$ cat config.mk
export PLATFORM = sky130hd
export DESIGN_NAME = fifo_pair_feeder
export DESIGN_NICKNAME = d
export VERILOG_FILES = /design/src/rtl/kyber_fifo_defs_pkg.sv /design/src/rtl/feed_word_buf.sv /design/src/rtl/fifo_pair_feeder.sv
export SDC_FILE = /design/constraint.sdc
export NUM_CORES = 1
export LEC_CHECK = 0
export ABC_AREA = 1
export BUFFER_PORTS_ARGS = -buffer_cell sky130_fd_sc_hd__buf_2
export CAP_MARGIN = 20
export CORE_UTILIZATION = 35
export CTS_CLUSTER_DIAMETER = 50
export DETAILED_ROUTE_END_ITERATION = 8
export GPL_TIMING_DRIVEN = 0
export PLACE_DENSITY = 0.6
export SLEW_MARGIN = 20
export SYNTH_ARGS = -nofsm -noshare
export SYNTH_HDL_FRONTEND = slang
export SYNTH_SLANG_ARGS = --single-unit
$ cat constraint.sdc
create_clock -name clkr -period 3.2 [get_ports clkr]
set_input_delay 0.48 -clock clkr [delete_from_list [all_inputs] [get_ports clkr]]
set_output_delay 0.48 -clock clkr [all_outputs]
set_load 0.03 [all_outputs]
$ cat src/rtl/kyber_fifo_defs_pkg.sv
// rtl/kyber_fifo_defs_pkg.sv - shared widths and feeder state encodings for the coefficient FIFO path
package kyber_fifo_defs;

    localparam int COEF_W     = 16;
    localparam int FEED_BUF_D = 4;
    localparam int FEED_CNT_W = 8;

    typedef enum logic [1:0] {
        S_IDLE  = 2'd0,
        S_RUN   = 2'd1,
        S_DRAIN = 2'd2
    } feed_state_t;

endpackage

$ cat src/rtl/feed_word_buf.sv
// rtl/feed_word_buf.sv - small register ring: push one word per cycle, pop the head pair at once
module feed_word_buf
    import kyber_fifo_defs::*;
#(
    parameter int DATA_W = COEF_W,
    parameter int BUF_D  = FEED_BUF_D,
    localparam int PTR_W = $clog2(BUF_D),
    localparam int CNT_W = PTR_W + 1
) (
    input  logic              clkr,
    input  logic              rst_n,
    input  logic              flush,
    input  logic              push,
    input  logic [DATA_W-1:0] push_data,
    input  logic              pop2,
    output logic [DATA_W-1:0] head_a,
    output logic [DATA_W-1:0] head_b,
    output logic [CNT_W-1:0]  cnt
);

    logic [DATA_W-1:0] mem [BUF_D];
    logic [PTR_W-1:0]  head;
    logic [PTR_W-1:0]  tail;

    assign head_a = mem[head];
    assign head_b = mem[PTR_W'(head + PTR_W'(1))];

    always_ff @(posedge clkr or posedge rst_n) begin
        if (rst_n) begin
            for (int i = 0; i < BUF_D; i++) mem[i] <= '0;
            head <= '0;
            tail <= '0;
            cnt  <= '0;
        end else if (flush) begin
            head <= '0;
            tail <= '0;
            cnt  <= '0;
        end else begin
            if (push) begin
                mem[tail] <= push_data;
                tail      <= tail + PTR_W'(1);
            end
            if (pop2) head <= head + PTR_W'(2);
            unique case ({push, pop2})
                2'b10:   cnt <= cnt + CNT_W'(1);
                2'b01:   cnt <= cnt - CNT_W'(2);
                2'b11:   cnt <= cnt - CNT_W'(1);
                default: cnt <= cnt;
            endcase
        end
    end

endmodule

$ cat src/rtl/fifo_pair_feeder.sv
// rtl/fifo_pair_feeder.sv - pops coefficient words from the FIFO and feeds (a,b) pairs to fqmul
module fifo_pair_feeder
    import kyber_fifo_defs::*;
#(
    parameter int DATA_W = COEF_W,
    parameter int CNT_W  = FEED_CNT_W,
    parameter int BUF_D  = FEED_BUF_D
) (
    input  logic              clkr,
    input  logic              rst_n,
    input  logic              start,
    input  logic [CNT_W-1:0]  npairs,
    input  logic              abort,
    input  logic              empty,
    output logic              fiford,
    input  logic [DATA_W-1:0] rddata,
    output logic              op_valid,
    output logic [DATA_W-1:0] op_a,
    output logic [DATA_W-1:0] op_b,
    input  logic              op_ready,
    output logic              busy,
    output logic              done
);

    localparam int BC_W = $clog2(BUF_D) + 1;
    localparam int CR_W = BC_W + 1;

    feed_state_t      state_q, state_d;
    logic [CNT_W-1:0] npairs_q;
    logic [CNT_W:0]   words_req;
    logic [CNT_W-1:0] pairs_done;
    logic             rd_pend;
    logic             done_q, done_d;
    logic [BC_W-1:0]  buf_cnt;
    logic [CR_W-1:0]  credit_use;
    logic             handshake;
    logic             last_pair;
    logic             words_all;

    // Words already held plus the one still in the RAM pipeline must fit the buffer.
    assign credit_use = CR_W'(buf_cnt) + CR_W'(rd_pend);
    assign words_all  = (words_req == {npairs_q, 1'b0});
    assign fiford     = (state_q == S_RUN) & !abort & !empty & !words_all
                      & (credit_use < CR_W'(BUF_D));

    assign op_valid   = (buf_cnt >= BC_W'(2));
    assign handshake  = op_valid & op_ready;
    assign last_pair  = handshake & (pairs_done == npairs_q - CNT_W'(1));
    assign busy       = (state_q != S_IDLE);
    assign done       = done_q;

    feed_word_buf #(
        .DATA_W (DATA_W),
        .BUF_D  (BUF_D)
    ) u_buf (
        .clkr      (clkr),
        .rst_n     (rst_n),
        .flush     (abort),
        .push      (rd_pend),
        .push_data (rddata),
        .pop2      (handshake),
        .head_a    (op_a),
        .head_b    (op_b),
        .cnt       (buf_cnt)
    );

    always_comb begin
        state_d = state_q;
        done_d  = 1'b0;
        unique case (state_q)
            S_IDLE: begin
                if (start) begin
                    if (npairs != '0) state_d = S_RUN;
                    else              done_d  = 1'b1;
                end
            end
            S_RUN:   if (words_all) state_d = S_DRAIN;
            S_DRAIN: begin
                if (last_pair) begin
                    state_d = S_IDLE;
                    done_d  = 1'b1;
                end
            end
            default: state_d = S_IDLE;
        endcase
        if (abort) begin
            state_d = S_IDLE;
            done_d  = 1'b0;
        end
    end

    always_ff @(posedge clkr or posedge rst_n) begin
        if (rst_n) begin
            state_q    <= S_IDLE;
            npairs_q   <= '0;
            words_req  <= '0;
            pairs_done <= '0;
            rd_pend    <= 1'b0;
            done_q     <= 1'b0;
        end else begin
            state_q <= state_d;
            done_q  <= done_d;
            if (abort) begin
                words_req  <= '0;
                pairs_done <= '0;
                rd_pend    <= 1'b0;
            end else if (state_q == S_IDLE && start) begin
                npairs_q   <= npairs;
                words_req  <= '0;
                pairs_done <= '0;
                rd_pend    <= 1'b0;
            end else begin
                rd_pend    <= fiford;
                words_req  <= words_req + (CNT_W + 1)'(fiford);
                pairs_done <= pairs_done + CNT_W'(handshake);
            end
        end
    end

endmodule

==> results.toml, run 1 <==
[timing]
timing.final.crit_share_pct = 78.4
final.setup_skew_ps = 10.2
hold_violations = 0
setup_slack_ps = 692
rsz_0062_raised_after_global_routing = "false"
worst_slew_margin_rel_pct = 59.2
timing.final.setup_violations = 0
drv_slew = 0
fmax_mhz = 399
finalSetupTns_ps = 0
fin_crit_ps = 2510
tightest_slew_ps = 606

[cts]
clock_tree_root_driver_cell = "sky130_fd_sc_hd__clkbuf_16"
post_cts_buffers = 0
tritoncts_num_sinks = 99
worst_setup_hold_path_clk_slew_ps = 80
clock_tree.buffer_depth = 2
cts_resized = 0
cts-buffers-inserted = 9
tritoncts = "yes"
clock_latency_ps = 350
ctsHoldBuffers = 0
htree_levels = 3

[critical_path]
arrival_ps = 2780
sort_of_element_at_the_start_of_the_critical_path = "flop"
timing.critical_path.mode_cell = "sky130_fd_sc_hd__nor2_1"
cp.buffers_inverters = 1
timing_worst_setup_path_type = "reg -> reg"
critical_path_required_ps = 3470
timing.critical_path.cells = "inv_1, o21ai_0, nor2_1, nand3_1, or2_1, nand2_1, nor2_1, ha_1, ha_1, nand3_1, nor2_1, nand3_1, nor2_1, nor2_1, nor3_1"
critical-path-top-delay-family = "simple AND/OR/NAND/NOR gates"
crit_path_max_incr_delay_ps = 440
r2r_setup_slack_ps = 690
timing.critical_path.slowest_stage_cell = "sky130_fd_sc_hd__dfrtp_1"
crit_path_max_fanout = 5
cp-end-kind = "flop"

[run]
cap_viol_max_count = 0

[die]
die_area_sq_mm = 0.0142
initial_core_util_pct = 36.1
floorplan.rows = 42
design.portCount = 66
die_width_um = 119
die_height_um = 119
core_region_area_sq_mm = 0.0133

[yosys]
synth.yosys.seq_area_share_pct = 51.6
synth.avg_cell_area_sq_um = 7.88
post_synth_num_cell_types = 29
synth_nets = 651
synth-seq-cells = 99
cell_area_after_synthesis_sq_mm = 0.00480
ys_warnings = 0
synth.area.top_cells = "sky130_fd_sc_hd__dfrtp_1, sky130_fd_sc_hd__nand2_1, sky130_fd_sc_hd__o21ai_0"
yosys.area.top_type = "sky130_fd_sc_hd__dfrtp_1"
post_synth_inst_count = 609
synth.top_cell.area_share_pct = 51.6

[drt]
routed_wl_um = 11900
antenna_left = 0
drt-wirelength-per-cell_um = 13.8
detail_route.first_pass.iterations = 4
vias = 4135
drc = 0
vias_per_cell = 4.77
initialDrtViolationCount = 276

[placed_design]
port_buffers = 65
place_worst_setup_slack_ps = 709
finalWeightedCongestion = 0.803
post-dp-hpwl_um = 8500

[global_route]
globalRouteOverflowTotal = 0
grt_start_max_net_pins = 57
grt_pass1_wl_um = 19800
grt_pass1_vias = 3979
groute.usage.overall_pct = 18.1
grt_antenna_before_repair = 0

[cells_and_area]
layout_cells_sized_above_1_pct = 15.3
layout_area_overhead_pct = 18.6
filler_cells_inserted = 1387
antenna_cells = 0
fin_nets = 728

[worst_hold_path]
worst_hold_path_type = "in -> async"

[power_and_ir_drop]
leakagePower_nw = 2.95
report.power.total_mw = 3.85
powerDensity_mw_per_mm2 = 676
worst_ir_drop_vdd_mv = 0.281

[outcome]
run_status = "complete, no violations"
-- report_power, final --
part | internal [mW] | switching (mW)
Combinational | 0.342 | 0.831
Sequential | 1.41 | 0.115
Clock | 0.630 | 0.518
Total | 2.38 | 1.46
-- routing by layer --
layer / share of wire, % / wire, um / vias up / global-route usage (%)
met3: 4.0 / 481 / 6 / 3.02
met4: 0.80 / 95 / 0 / 6.25
met5: 0 / 0 / - / 0
li1: - / - / 2080 / -
met1: 45 / 5340 / 1964 / 22.5
met2: 50 / 6020 / 85 / 31.5
-- sequential cells by signal, indices dropped and copies added (netlist names) --
name and count:
u_buf.tail 2, words_req 9, npairs_q 8, u_buf.head 1, done 1, rd_pend 1
pairs_done 8, u_buf.mem 64, u_buf.cnt 3, state_q 2
-- cell usage after synthesis, drive strengths merged --
cell	instances
nand2	224
dfrtp	99
o21ai	81
inv	59
nor2	46
nand3	20
a21oi	13
clkbuf	11
ha	11
buf	10
nor3	9
xnor2	6
nor3b	5
o22ai	4
o211ai	2
or2	2
xor2	2
clkinv	1
fa	1
nand4	1
nor4	1
o31ai	1
-- per-stage QoR --
step	cell area (sq um)	std cells	util (%)	hold WS, ps
2_1_floorplan	4800	609	-	453
3_3_place_gp	5340	850	40.2	465
3_5_place_dp	5380	851	40.4	473
4_1_cts	5690	867	42.8	151
5_1_grt	5690	867	42.8	182
6_report	5690	867	42.8	142
-- cells by family after synthesis --
group | Yosys count | synth area share [%]
compound gates | 101 | 10.9
buf+inv | 81 | 6.60
simple gates | 308 | 26.1
flops | 99 | 51.6
xor+xnor | 8 | 1.46
fa+ha+maj | 12 | 3.29
-- final cells by class --
cell class	instances	area, sq um	area share, %
Inverter	60	230	4.05
Clock buffer	9	225	3.96
Multi-Input combinational cell	429	2000	35.2
Sequential cell	99	2480	43.5
Clock inverter	7	90.1	1.58
Buffer	21	91.3	1.61
Timing Repair Buffer	66	353	6.20
Tap cell	176	220	3.87
-- placed cells by master, fill, tap and decap left out, types with 6 or more instances in the layout --
cell	count
sky130_fd_sc_hd__xnor2_1	6
sky130_fd_sc_hd__dfrtp_1	99
sky130_fd_sc_hd__clkbuf_16	9
sky130_fd_sc_hd__nor2_1	40
sky130_fd_sc_hd__a21oi_1	12
sky130_fd_sc_hd__nand3_1	19
sky130_fd_sc_hd__nand2_1	221
sky130_fd_sc_hd__o21ai_0	80
sky130_fd_sc_hd__nor3_1	9
sky130_fd_sc_hd__inv_1	56
sky130_fd_sc_hd__ha_1	11
sky130_fd_sc_hd__clkbuf_1	11
sky130_fd_sc_hd__buf_2	75
-- final timing paths --
check,start,endpoint,cells after the start
max in group asynchronous,rst_n,u_buf.mem[10],3
max,npairs_q[3],words_req[8],15
min reg2reg,u_buf.mem[41],u_buf.mem[41],2
min,rst_n,u_buf.mem[20],2
min in group clkr,npairs[5],npairs_q[5],3
max reg2reg,npairs_q[3],words_req[8],15
Power figures use the tool's default switching activity.
==> run 2, diff against run 1 <==
--- a/config.mk
+++ b/config.mk
@@ -12,7 +12,7 @@
 export CTS_CLUSTER_DIAMETER = 50
 export DETAILED_ROUTE_END_ITERATION = 8
 export GPL_TIMING_DRIVEN = 0
-export PLACE_DENSITY = 0.6
+export PLACE_DENSITY = 0.58
 export SLEW_MARGIN = 20
 export SYNTH_ARGS = -nofsm -noshare
 export SYNTH_HDL_FRONTEND = slang
==> constraint.sdc (replaced) <==
create_clock -name clkr -period 2.4 [get_ports clkr]
set_input_delay 0.36 -clock clkr [delete_from_list [all_inputs] [get_ports clkr]]
set_output_delay 0.36 -clock clkr [all_outputs]
set_load 0.03 [all_outputs]
==> run 2 against run 1 <==
  * Register-to-register slack got worse by 550 ps
  * First-iteration DRC count fell by 33%
  * Sequential share of layout area fell by 0.38 points
  * Hold slack got worse by 87 ps
  * Largest cell class unchanged
  * Critical path type unchanged
  * Cell count rose by 0.46%
  * Fmax is 11% higher
  * Via count rose by 0.60%
  * Worst setup slack worse by 550 ps
==> results.toml, run 2 (synthesis gave the netlist of run 1 again) <==
[placed_design]
place_worst_setup_slack_ps = -69.9
port_buffers = 65
dp.cells = 853
finalWeightedCongestion = 0.818
post-dp-hpwl_um = 8940
placement.cell_area_sq_mm = 0.00542

[timing]
setup_slack_ps = 139
fmax_mhz = 442
timing.final.setup_violations = 0
rsz_0062_raised_after_global_routing = "true"
tightest_slew_ps = 612
drv_slew = 0
timing.final.crit_share_pct = 94.2
worst_slew_margin_rel_pct = 59.2
finalSetupTns_ps = 0
fin_crit_ps = 2260
hold_ws_ps = 55.6
final.setup_skew_ps = 7.36
hold_violations = 0

[critical_path]
crit_path_max_incr_delay_ps = 450
crit_path_max_fanout = 6
critical-path-top-delay-family = "simple AND/OR/NAND/NOR gates"
critical_path_required_ps = 2660
timing_worst_setup_path_type = "reg -> reg"
arrival_ps = 2520
cp-end-kind = "flop"
timing.critical_path.cells = "ha_1, a21oi_1, o211ai_1, nor2_4, ha_2, ha_1, nand3_1, nor2_2, nand3_2, nor2_1, nor2_1, nor3_1"
timing.critical_path.slowest_stage_cell = "sky130_fd_sc_hd__dfrtp_2"
sort_of_element_at_the_start_of_the_critical_path = "flop"
cp.buffers_inverters = 0

[cts]
ctsHoldBuffers = 0
tritoncts = "yes"
clock_tree_root_driver_cell = "sky130_fd_sc_hd__clkbuf_16"
htree_levels = 3
clock_latency_ps = 340
worst_setup_hold_path_clk_slew_ps = 70
tritoncts_num_sinks = 99
cts-buffers-inserted = 9
clock_tree.buffer_depth = 2

[cells_and_area]
largest_register_ffs = 64
antenna_cells = 0
layout_area_overhead_pct = 19.7
layout_common_cells = "sky130_fd_sc_hd__nand2_1, sky130_fd_sc_hd__dfrtp_1, sky130_fd_sc_hd__o21ai_0"
final_core_utilization_pct = 43.2
layout_commonest_cell = "sky130_fd_sc_hd__nand2_1"
design_area_sq_mm = 0.00574
max_flop_register = "u_buf.mem"
fin_nets = 732
post_layout_nonfiller_instances = 871
layout_cells_sized_above_1_pct = 17.8
layout_top_registers = "u_buf.mem (64), words_req (9)"

[drt]
drc = 0
detail_route.first_pass.iterations = 5
routed_wl_um = 12100
initialDrtViolationCount = 185
drt-wirelength-per-cell_um = 13.9
antenna_left = 0
vias = 4160
vias_per_cell = 4.78

[global_route]
globalRouteOverflowTotal = 0
grt_antenna_before_repair = 0
grt_pass1_vias = 3988
grt_start_max_net_pins = 33
grt_pass1_wl_um = 20200
groute.usage.overall_pct = 18.5

[worst_hold_path]
worst_hold_path_type = "in -> async"

[die]
design.portCount = 66
floorplan.rows = 42
core_region_area_sq_mm = 0.0133
die_area_sq_mm = 0.0142
die_width_um = 119
die_height_um = 119
initial_core_util_pct = 36.1

[outcome]
run_status = "complete, no violations"

[run]
cap_viol_max_count = 0

[power_and_ir_drop]
report.power.total_mw = 5.01
powerDensity_mw_per_mm2 = 872
worst_ir_drop_vdd_mv = 0.606
leakagePower_nw = 2.95
-- run 2: cell count changes in the layout (fill, tap and decap cells not counted), moves of 3 or more --
cell	previous run	this run
sky130_fd_sc_hd__inv_2	2	6
sky130_fd_sc_hd__clkinvlp_4	0	3
sky130_fd_sc_hd__inv_1	56	53
sky130_fd_sc_hd__inv_8	3	0
sky130_fd_sc_hd__nor2_1	40	37
-- run 2: cell type report --
| type | count | area (sq um) |
|---|---|---|
| Clock inverter | 5 | 37.5 |
| Timing Repair Buffer | 70 | 408 |
| Buffer | 21 | 93.8 |
| Clock buffer | 11 | 243 |
| Inverter | 60 | 229 |
| Fill cell | 1349 | 7550 |
| Multi-Input combinational cell | 429 | 2030 |
| Sequential cell | 99 | 2480 |
| Tap cell | 176 | 220 |
-- run 2: final timing paths --
kind	depth (start not counted)	start	to	slack, ps
setup / recovery	12	u_buf.cnt[1]	words_req[8]	140
hold / removal	2	rst_n	u_buf.cnt[2]	60
setup reg to reg	12	u_buf.cnt[1]	words_req[8]	140
hold reg to reg	2	u_buf.mem[17]	u_buf.mem[17]	480
max in group asynchronous	4	rst_n	u_buf.mem[3]	1650
min in group clkr	3	npairs[3]	npairs_q[3]	240
-- run 2: timing repair --
item                       CTS  global route
hold endpoints to repair     0             0
resized for setup            3            14
setup endpoints to repair    2            16
buffers inserted             0             2
pin swaps                    0             3
-- run 2: layer usage --
layer / part of all wire, % / wire length [um] / track usage, % / up-vias
met5: 0 / 0 / 0 / -
met2: 47 / 5650 / 29.3 / 91
li1: - / - / - / 2082
met4: 1.0 / 125 / 4.43 / 0
met1: 47 / 5660 / 25.4 / 1981
met3: 5.6 / 683 / 4.65 / 6
-- run 2: power by group --
group	internal (mW)	total [mW]	switching, mW	leakage (nW)
Combinational	0.478	1.59	1.11	1.47
Sequential	1.89	2.04	0.156	1.34
Clock	0.736	1.38	0.640	0.132
Total	3.10	5.01	1.91	2.95
==> run 3, diff against run 2 <==
--- a/config.mk
+++ b/config.mk
@@ -12,7 +12,7 @@
 export CTS_CLUSTER_DIAMETER = 50
 export DETAILED_ROUTE_END_ITERATION = 8
 export GPL_TIMING_DRIVEN = 0
-export PLACE_DENSITY = 0.58
+export PLACE_DENSITY_LB_ADDON = 0.25
 export SLEW_MARGIN = 20
 export SYNTH_ARGS = -nofsm -noshare
 export SYNTH_HDL_FRONTEND = slang
==> run 3 against run 2 <==
  * Via count rose by 1.0%
  * Critical path depth fell by 6
  * Cell count rose by 0.34%
  * Clock skew barely moved
  * First-iteration DRC count rose by 30%
  * Count of clock-buffer cells in the layout fell by 1
  * Die area did not move
  * Sequential cell count did not move
  * Fmax rose by 2.9%
  * Non-clock buffer count rose by 3
  * Largest cell class unchanged
  * Largest power group unchanged
==> results.toml, run 3 (synthesis gave the netlist of run 1 again) <==
[cells_and_area]
layout_cells_sized_above_1_pct = 18.5
ff_latch_area_sq_mm = 0.00248
design_area_sq_mm = 0.00581
layout_common_cells = "sky130_fd_sc_hd__nand2_1, sky130_fd_sc_hd__dfrtp_1, sky130_fd_sc_hd__o21ai_0"
layout_area_overhead_pct = 21.1
max_flop_register = "u_buf.mem"
antenna_cells = 0
largest_register_ffs = 64
filler_cells_inserted = 1355
multi_input_comb_area_sq_mm = 0.00208
fin_nets = 735
layout_top_registers = "u_buf.mem (64), words_req (9)"
layout_commonest_cell = "sky130_fd_sc_hd__nand2_1"

[global_route]
grt_util_met1_pct = 24.4
grt_pass1_wl_um = 19900
busiest_layer = "met2"
global_route.usage.met2_pct = 29.2
grt_pass1_vias = 4013
grtUsageMet3_pct = 3.98
groute.usage.overall_pct = 18.3
grt_antenna_before_repair = 0
globalRouteOverflowTotal = 0
grt_start_max_net_pins = 29

[drt]
antenna_left = 0
routed_wl_um = 12200
drc = 0
detail_route.first_pass.iterations = 5
vias = 4202
vias_per_cell = 4.81
initialDrtViolationCount = 240
drt-wirelength-per-cell_um = 14.0

[timing]
worst_slew_margin_rel_pct = 57.7
tightest_slew_ps = 634
hold_violations = 0
fmax_mhz = 455
rsz_0062_raised_after_global_routing = "false"
fin_crit_ps = 2200
drv_slew = 0
timing.final.crit_share_pct = 91.6
timing.final.setup_violations = 0
final.setup_skew_ps = 7.06
setup_slack_ps = 201

[die]
die_width_um = 119
design.portCount = 66
die_area_sq_mm = 0.0142
initial_core_util_pct = 36.1
floorplan.rows = 42
die_height_um = 119
core_region_area_sq_mm = 0.0133

[run]
cap_viol_max_count = 0

[critical_path]
crit_path_max_fanout = 10
sort_of_element_at_the_start_of_the_critical_path = "flop"
critical_path_required_ps = 2040
arrival_ps = 1840
cp-end-kind = "output pin"
timing_worst_setup_path_type = "reg -> out"

[cts]
worst_setup_hold_path_clk_slew_ps = 70
cts-buffers-inserted = 9
tritoncts_num_sinks = 99
tritoncts = "yes"
clock_latency_ps = 350
clock_tree.buffer_depth = 2
htree_levels = 3
clock_tree_root_driver_cell = "sky130_fd_sc_hd__clkbuf_16"
ctsHoldBuffers = 0

[placed_design]
post-dp-hpwl_um = 8910
port_buffers = 65
place_worst_setup_slack_ps = -67.9
finalWeightedCongestion = 0.819
placement.cell_area_sq_mm = 0.00541

[outcome]
run_status = "complete, no violations"

[worst_hold_path]
worst_hold_path_type = "in -> async"

[power_and_ir_drop]
leakagePower_nw = 2.97
powerDensity_mw_per_mm2 = 867
worst_ir_drop_vdd_mv = 0.628
## run 3: cell count changes in the layout (fill, tap and decap cells not counted), sizes merged
cell      delta
inv          +1
buf          +3
clkinvlp     -2
clkinv       +2
clkbuf       -1
## run 3: cell type report
| cell class | instances | area share [%] |
|---|---|---|
| plain buffers | 21 | 1.62 |
| clock inverters | 6 | 0.991 |
| multi-input cells | 429 | 35.7 |
| inverters | 60 | 3.94 |
| flip-flops and latches | 99 | 42.7 |
| well taps | 176 | 3.79 |
| clock buffers | 10 | 3.94 |
| repair buffers | 73 | 7.28 |
## run 3: per-layer routing
| layer | part of all wire (%) | up-vias |
|---|---|---|
| li1 | - | 2088 |
| met1 | 48 | 2003 |
| met2 | 47 | 101 |
| met3 | 4.1 | 10 |
| met4 | 1.0 | 0 |
| met5 | 0 | - |
## run 3: what timing repair did
| item | 4_1_cts | 5_1_grt |
|---|---|---|
| endpoints found under the hold margin | 0 | 0 |
| gates resized for setup | 3 | 22 |
| pin swaps | 0 | 2 |
| setup endpoints to repair | 2 | 7 |
| buffers inserted | 1 | 4 |
## run 3: power by group
part	switching [mW]	internal [mW]	total (mW)	leakage, nW
Combinational	1.11	0.483	1.60	1.49
Sequential	0.156	1.89	2.04	1.34
Clock	0.668	0.728	1.40	0.141
Total	1.94	3.10	5.03	2.97
## run 3: stage by stage
stage	util, %	cells	setup TNS, ps	hold slack [ps]	power, mW
floorplan	-	609	0	453	3.15
global placement	40.2	850	-30.2	465	3.59
detailed placement	40.7	853	-67.9	426	3.65
CTS	43.0	870	0	52.2	5.07
global route	43.7	874	0	66.5	5.33
finish	43.7	874	0	43.7	5.03
## run 3: final timing paths
| check | from | end | slack, ps | depth (start not counted) |
|---|---|---|---|---|
| setup / recovery | u_buf.head[1] | op_a[15] | 200 | 6 |
| hold / removal | rst_n | u_buf.cnt[2] | 40 | 2 |
| setup reg to reg | npairs_q[5] | words_req[8] | 230 | 16 |
| hold reg to reg | u_buf.mem[31] | u_buf.mem[31] | 490 | 2 |
| max in group asynchronous | rst_n | u_buf.mem[18] | 1640 | 4 |
| min in group clkr | npairs[3] | npairs_q[3] | 230 | 3 |
## run 3: worst max-delay path, stage by stage (launching register included)
cell and delay [ps]:
sky130_fd_sc_hd__dfrtp_1 320, sky130_fd_sc_hd__clkbuf_1 210, sky130_fd_sc_hd__clkinv_1 270, sky130_fd_sc_hd__clkbuf_1 320, sky130_fd_sc_hd__nand2_1 120, sky130_fd_sc_hd__nand2_1 70, sky130_fd_sc_hd__buf_2 180
